File: config.mk
export PLATFORM = sky130hd
export DESIGN_NAME = despread_acq_ctrl
export DESIGN_NICKNAME = d
export VERILOG_FILES = /design/src/rtl/despread_acq_ctrl.sv
export SDC_FILE = /design/constraint.sdc
export NUM_CORES = 1
export LEC_CHECK = 0
export ABC_AREA = 0
export BUFFER_PORTS_ARGS = -buffer_cell sky130_fd_sc_hd__buf_2
export CELL_PAD_IN_SITES_DETAIL_PLACEMENT = 2
export CELL_PAD_IN_SITES_GLOBAL_PLACEMENT = 2
export CORE_ASPECT_RATIO = 0.8
export CORE_MARGIN = 2
export CORE_UTILIZATION = 34
export CTS_CLUSTER_SIZE = 40
export DETAILED_ROUTE_END_ITERATION = 8
export PLACE_DENSITY = 0.87
export RECOVER_POWER = 25
export SLEW_MARGIN = 20
export SYNTH_ARGS = -nofsm -noshare
export SYNTH_HDL_FRONTEND = slang
export SYNTH_SLANG_ARGS = --single-unit
export TNS_END_PERCENT = 20
File: constraint.sdc
create_clock -name i_clk -period 7.32 [get_ports i_clk]
set_clock_uncertainty 0.2 [all_clocks]
set_input_delay 0.366 -clock i_clk [delete_from_list [all_inputs] [get_ports i_clk]]
set_output_delay 0.366 -clock i_clk [all_outputs]
set_load 0.01 [all_outputs]
File: src/rtl/despread_acq_ctrl.sv
// Code-phase acquisition and lock controller for the despread correlator.
// Walks the local code phase one chip per hypothesis (slip pulses), integrates
// |corr| over DwellEpochs epochs per hypothesis, locks on a threshold hit and
// drops back to search after MaxMisses consecutive failed dwells in track.
//
// Ports:
//   i_clk, i_reset      clock, synchronous active-high reset
//   i_clk_en            chip-rate enable; all state advances only when high
//   i_start             level; begins a search from IDLE
//   i_abort             pulse; returns to IDLE from any state
//   i_epoch             marks the chip carrying the full-period correlation
//   i_corr_in           signed correlator output
//   i_threshold         unsigned detection threshold
//   o_slip              one-cycle pulse: code generator holds one chip
//   o_code_phase        current hypothesis index
//   o_locked            high in TRACK
//   o_search_fail       one-cycle pulse when every phase has failed
//   o_loss_of_lock      one-cycle pulse on TRACK -> SETTLE
//   o_peak_phase        phase of largest dwell in the current search
//   o_peak_mag          largest dwell accumulation in the current search
//   o_state             0 IDLE, 1 SETTLE, 2 DWELL, 3 TRACK
module despread_acq_ctrl #(
    parameter int unsigned CodeLength  = 16,
    parameter int unsigned PhaseBits   = 4,
    parameter int unsigned DwellEpochs = 8,
    parameter int unsigned AccBits     = 24,
    parameter int unsigned MaxMisses   = 3
) (
    input  logic                 i_clk,
    input  logic                 i_reset,
    input  logic                 i_clk_en,
    input  logic                 i_start,
    input  logic                 i_abort,
    input  logic                 i_epoch,
    input  logic signed [17:0]   i_corr_in,
    input  logic [AccBits-1:0]   i_threshold,
    output logic                 o_slip,
    output logic [PhaseBits-1:0] o_code_phase,
    output logic                 o_locked,
    output logic                 o_search_fail,
    output logic                 o_loss_of_lock,
    output logic [PhaseBits-1:0] o_peak_phase,
    output logic [AccBits-1:0]   o_peak_mag,
    output logic [1:0]           o_state
);

    localparam int unsigned CorrBits  = 18;
    localparam int unsigned SumBits   = AccBits + 1;
    localparam int unsigned EpochBits = $clog2(DwellEpochs + 1);
    localparam int unsigned MissBits  = $clog2(MaxMisses + 1);

    localparam logic [EpochBits-1:0] LastEpoch = EpochBits'(DwellEpochs - 1);
    localparam logic [MissBits-1:0]  LastMiss  = MissBits'(MaxMisses - 1);
    localparam logic [PhaseBits-1:0] LastPhase = PhaseBits'(CodeLength - 1);

    typedef enum logic [1:0] {
        S_IDLE   = 2'd0,
        S_SETTLE = 2'd1,
        S_DWELL  = 2'd2,
        S_TRACK  = 2'd3
    } state_e;

    state_e                r_state,      w_state_nxt;
    logic [PhaseBits-1:0]  r_code_phase, w_code_phase_nxt;
    logic [PhaseBits-1:0]  r_peak_phase, w_peak_phase_nxt;
    logic [AccBits-1:0]    r_peak_mag,   w_peak_mag_nxt;
    logic [AccBits-1:0]    r_acc,        w_acc_nxt;
    logic [EpochBits-1:0]  r_epoch_cnt,  w_epoch_cnt_nxt;
    logic [MissBits-1:0]   r_miss_cnt,   w_miss_cnt_nxt;
    logic                  r_locked,     w_locked_nxt;
    logic                  r_slip,       w_slip_nxt;
    logic                  r_fail,       w_fail_nxt;
    logic                  r_loss,       w_loss_nxt;

    logic [CorrBits-1:0]   w_mag;
    logic [SumBits-1:0]    w_sum;
    logic [AccBits-1:0]    w_final;
    logic                  w_hit;
    logic [PhaseBits-1:0]  w_phase_inc;

    // |corr|; the most negative code has no positive twin, so clamp it
    always_comb begin
        w_mag = 18'(i_corr_in);
        if (i_corr_in[17]) begin
            w_mag = (i_corr_in == 18'sh20000) ? 18'h1FFFF : 18'(-i_corr_in);
        end
    end

    // Saturating accumulate; one spare bit catches the carry
    always_comb begin
        w_sum   = {1'b0, r_acc} + SumBits'(w_mag);
        w_final = w_sum[AccBits] ? '1 : w_sum[AccBits-1:0];
        w_hit   = (w_final >= i_threshold);
    end

    assign w_phase_inc = (r_code_phase == LastPhase) ? '0 : r_code_phase + 1'b1;

    // State register
    always_ff @(posedge i_clk) begin
        if (i_reset) begin
            r_state <= S_IDLE;
        end else begin
            r_state <= w_state_nxt;
        end
    end

    // Next-state and datapath decisions; pulses default low every clock
    always_comb begin
        w_state_nxt      = r_state;
        w_code_phase_nxt = r_code_phase;
        w_peak_phase_nxt = r_peak_phase;
        w_peak_mag_nxt   = r_peak_mag;
        w_acc_nxt        = r_acc;
        w_epoch_cnt_nxt  = r_epoch_cnt;
        w_miss_cnt_nxt   = r_miss_cnt;
        w_locked_nxt     = r_locked;
        w_slip_nxt       = 1'b0;
        w_fail_nxt       = 1'b0;
        w_loss_nxt       = 1'b0;

        if (i_clk_en) begin
            if (i_abort) begin
                w_state_nxt     = S_IDLE;
                w_locked_nxt    = 1'b0;
                w_acc_nxt       = '0;
                w_epoch_cnt_nxt = '0;
            end else begin
                unique case (r_state)
                    S_IDLE: begin
                        if (i_start) begin
                            w_state_nxt      = S_SETTLE;
                            w_code_phase_nxt = '0;
                            w_peak_mag_nxt   = '0;
                            w_peak_phase_nxt = '0;
                            w_acc_nxt        = '0;
                            w_epoch_cnt_nxt  = '0;
                            w_miss_cnt_nxt   = '0;
                        end
                    end
                    // First epoch after a phase change is stale pipeline data
                    S_SETTLE: begin
                        if (i_epoch) begin
                            w_state_nxt     = S_DWELL;
                            w_acc_nxt       = '0;
                            w_epoch_cnt_nxt = '0;
                        end
                    end
                    S_DWELL, S_TRACK: begin
                        if (i_epoch) begin
                            if (r_epoch_cnt == LastEpoch) begin
                                w_acc_nxt       = '0;
                                w_epoch_cnt_nxt = '0;
                                if (r_state == S_DWELL) begin
                                    // Strict compare keeps the earliest phase on ties
                                    if (w_final > r_peak_mag) begin
                                        w_peak_mag_nxt   = w_final;
                                        w_peak_phase_nxt = r_code_phase;
                                    end
                                    if (w_hit) begin
                                        w_state_nxt    = S_TRACK;
                                        w_locked_nxt   = 1'b1;
                                        w_miss_cnt_nxt = '0;
                                    end else if (r_code_phase == LastPhase) begin
                                        w_state_nxt      = S_IDLE;
                                        w_fail_nxt       = 1'b1;
                                        w_code_phase_nxt = '0;
                                    end else begin
                                        w_state_nxt      = S_SETTLE;
                                        w_slip_nxt       = 1'b1;
                                        w_code_phase_nxt = w_phase_inc;
                                    end
                                end else begin
                                    if (w_hit) begin
                                        w_miss_cnt_nxt = '0;
                                    end else if (r_miss_cnt == LastMiss) begin
                                        // Lost: resume search one chip further on
                                        w_state_nxt      = S_SETTLE;
                                        w_loss_nxt       = 1'b1;
                                        w_locked_nxt     = 1'b0;
                                        w_slip_nxt       = 1'b1;
                                        w_code_phase_nxt = w_phase_inc;
                                        w_peak_mag_nxt   = '0;
                                        w_miss_cnt_nxt   = '0;
                                    end else begin
                                        w_miss_cnt_nxt = r_miss_cnt + 1'b1;
                                    end
                                end
                            end else begin
                                w_acc_nxt       = w_final;
                                w_epoch_cnt_nxt = r_epoch_cnt + 1'b1;
                            end
                        end
                    end
                    default: begin
                        w_state_nxt = S_IDLE;
                    end
                endcase
            end
        end
    end

    // Datapath and output registers
    always_ff @(posedge i_clk) begin
        if (i_reset) begin
            r_code_phase <= '0;
            r_peak_phase <= '0;
            r_peak_mag   <= '0;
            r_acc        <= '0;
            r_epoch_cnt  <= '0;
            r_miss_cnt   <= '0;
            r_locked     <= 1'b0;
            r_slip       <= 1'b0;
            r_fail       <= 1'b0;
            r_loss       <= 1'b0;
        end else begin
            r_code_phase <= w_code_phase_nxt;
            r_peak_phase <= w_peak_phase_nxt;
            r_peak_mag   <= w_peak_mag_nxt;
            r_acc        <= w_acc_nxt;
            r_epoch_cnt  <= w_epoch_cnt_nxt;
            r_miss_cnt   <= w_miss_cnt_nxt;
            r_locked     <= w_locked_nxt;
            r_slip       <= w_slip_nxt;
            r_fail       <= w_fail_nxt;
            r_loss       <= w_loss_nxt;
        end
    end

    assign o_slip         = r_slip;
    assign o_code_phase   = r_code_phase;
    assign o_locked       = r_locked;
    assign o_search_fail  = r_fail;
    assign o_loss_of_lock = r_loss;
    assign o_peak_phase   = r_peak_phase;
    assign o_peak_mag     = r_peak_mag;
    assign o_state        = 2'(r_state);

endmodule

==> metrics.cfg <==
[logic_synthesis]
synth-adder-area-share=0.149
synthArstFlopShare=0
synth_xor_area_frac=0.0274
syn-cell-area_um2=5750
post_synth_mux_area_share=0.0296
synth_nets=869
synthFlopType=dfxtp_1
ys_types=69
synth_edf_count=0
ys_seq_area_frac=0.237
synthSimpleGateAreaFrac=0.235
ys_ff_latch=68
synth.area.top_cells=dfxtp_1 24%, ha_1 15%, nand2_1 5.6%
synth_top_area_frac=0.237
synth_top_family_by_area=compound AO/OA/AOI/OAI gates
syn_inst=753
syn_avg_cell_area_um2=7.64
synth_compound_area_frac=0.257
synth_warnings=0
synth_area_leader_cell=dfxtp_1

[cts]
holdBufCountCts=0
cts_num_sinks=68
cts_resized=0
clock-root-buffer=clkbuf_16
insertion_delay_ns=0.35
h-tree-depth=3
numCtsBuffers=9
cts_tree=built
cts_setup_buffers=0
clkTransAtPathRegs_ns=0.05
clk_path_buf_depth=2

[floorplan]
rows=42
die_area_um2=18000
dieHeight_um=120
start_util=0.347
ios=86
die_x_um=149
core_um2=16600

[final_layout]
finalInstanceArea_um2=6870
n_antenna_cell=0
final_nets=964
regArea_um2=1360
multi_input_area_um2=4080
fillers=1935
final_core_util=0.415
stdcell_count=1070
drive_gt1_frac=0.154
area_growth_pct=19.5

[placement]
port_buffers=85
dp_cells=1057
place.gp.congestion=0.873
post_dp_cell_area_um2=6560
dp_hpwl_um=16800

[critical_path]
arrival_ns=7.08
cp.required_ns=7.39
cp-end-kind=flip-flop
startpoint_type=input port
path_class=in -> reg
cp_max_fo=12

[power]
vdd_ir_drop_max_v=0.0000843
p_leak_nw=2.92
power_density_nw_per_um2=144

[route]
viasPerCell=5.78
drt-pass1-iter-count=5
vias=6181
wl_um=22400
drcViolationCount=0
final_antenna_net_count=0
wl_per_cell_um=21.0
dr.first_iter.drc_count=283

[job]
maxCapViolations=0

[sta]
hold_ws_ns=0.224
worst_slew_pin_slew_ns=0.739
post-route-min-period_ns=7.01
finalSetupViolations=0
drv_slew=0
fin_crit_sh=0.958
fmax_ghz=0.143
slew_headroom=0.508
hold_viol_final=0

[global_routing]
grt_max_degree=64
grt_pass1_vias=6571
antenna_found_initial=0
grt_use_total=0.252
overflow=0
grt_first_pass_wirelength_um=35800

[worst_hold_path]
hp-class=in -> reg

[outcome]
status=finished, final reports clean

## cell usage in the layout (no fill, tap or decap), types with 10 or more instances in the layout
cell type / n
a211oi_1: 10
a21o_1: 15
a21oi_1: 43
a22oi_1: 19
a31oi_1: 11
buf_2: 59
buf_4: 29
clkbuf_1: 26
dfxtp_1: 68
ha_1: 67
inv_1: 62
mux2i_1: 16
nand2_1: 86
nand2b_1: 20
nand3_1: 21
nand4_1: 15
nor2_1: 51
nor3_1: 17
o211ai_1: 10
o21ai_0: 32
o31ai_1: 16
xor2_1: 13
## per-layer routing
| layer | wire length, µm | GRT usage |
|---|---|---|
| met3 | 1040 | 0.0547 |
| met2 | 10600 | 0.420 |
| met4 | 380 | 0.0565 |
| met5 | 0 | 0 |
| met1 | 10400 | 0.334 |
## worst max-delay path: stages
cell      delay, ns
buf_2          0.11
or4_1          0.55
or2_2          0.33
or3_1          0.39
or3_4          0.37
o31ai_2        0.21
xor2_1         0.17
nand2_1        0.09
ha_1           0.36
a21oi_2        0.19
o21ai_0        0.10
a21oi_1        0.17
nand2_1        0.12
o21a_1         0.21
or4_1          0.54
and2_1         0.22
ha_1           0.31
nand4_1        0.13
or4_4          0.54
o32ai_1        0.13
or4_1          0.16
o211ai_1       0.14
buf_4          0.20
or3_4          0.37
a31oi_4        0.24
buf_12         0.18
mux2i_1        0.21
## final timing paths
path,from,to,slack (ns),cells past startpoint
setup / recovery,i_corr_in[9],o_peak_mag[20]$_SDFFE_PP0P_,0.31,27
hold / removal,i_abort,o_locked$_SDFFE_PP0P_,0.22,2
setup reg to reg,r_acc[2]$_SDFFE_PP0P_,o_peak_mag[20]$_SDFFE_PP0P_,1.69,19
hold reg to reg,r_epoch_cnt[1]$_SDFFE_PP0P_,r_epoch_cnt[1]$_SDFFE_PP0P_,0.29,2
## per-stage QoR
stage | setup TNS (ns) | setup slack [ns] | total power [mW]
2_1_floorplan | 0 | 0.617 | 0.500
3_3_place_gp | 0 | 0.225 | 0.561
3_5_place_dp | -3.02 | -0.162 | 0.571
4_1_cts | 0 | 0.201 | 0.993
5_1_grt | -0.0466 | -0.0259 | 1.03
6_report | 0 | 0.309 | 0.987
## layout make-up
| type | instances | area share |
|---|---|---|
| multi-input cells | 591 | 0.595 |
| flip-flops and latches | 68 | 0.198 |
| repair buffers | 116 | 0.0947 |
| well taps | 220 | 0.0401 |
| clock buffers | 11 | 0.0368 |
| inverters | 62 | 0.0339 |
| clock inverters | 2 | 0.00182 |
## power breakdown
part / switching [mW] / internal [mW] / leakage [nW]
sequential: 0.00168 / 0.371 / 0.548
clock: 0.176 / 0.241 / 0.129
combinational: 0.120 / 0.0768 / 2.24
total: 0.298 / 0.689 / 2.92
## flip-flops by register name, summed over array words and instances (netlist names)
| name | cells |
|---|---|
| o_locked | 1 |
| o_state | 2 |
| o_peak_phase | 4 |
| r_epoch_cnt | 4 |
| o_slip | 1 |
| o_code_phase | 4 |
| o_search_fail | 1 |
| r_miss_cnt | 2 |
| r_acc | 24 |
| o_peak_mag | 24 |
| o_loss_of_lock | 1 |
## cells by family after synthesis
| group | after synthesis |
|---|---|
| DFF | 68 |
| adders and majority gates | 68 |
| xor gates and xnor gates | 18 |
| and+or+nand+nor | 271 |
| buffers and inverters | 94 |
| muxes | 17 |
| AOI/OAI and AO/OA | 217 |
## synthesized netlist by cell type (15+ instances only)
| cell type | count |
|---|---|
| nor3_1 | 18 |
| dfxtp_1 | 68 |
| a22oi_1 | 19 |
| mux2i_1 | 17 |
| a21oi_1 | 45 |
| clkbuf_1 | 23 |
| inv_1 | 62 |
| o31ai_1 | 18 |
| nand2_1 | 86 |
| nand2b_1 | 20 |
| ha_1 | 67 |
| nand4_1 | 15 |
| o21ai_0 | 33 |
| nand3_1 | 21 |
| nor2_1 | 52 |
| a21o_1 | 15 |
Power figures use the tool's default switching activity.
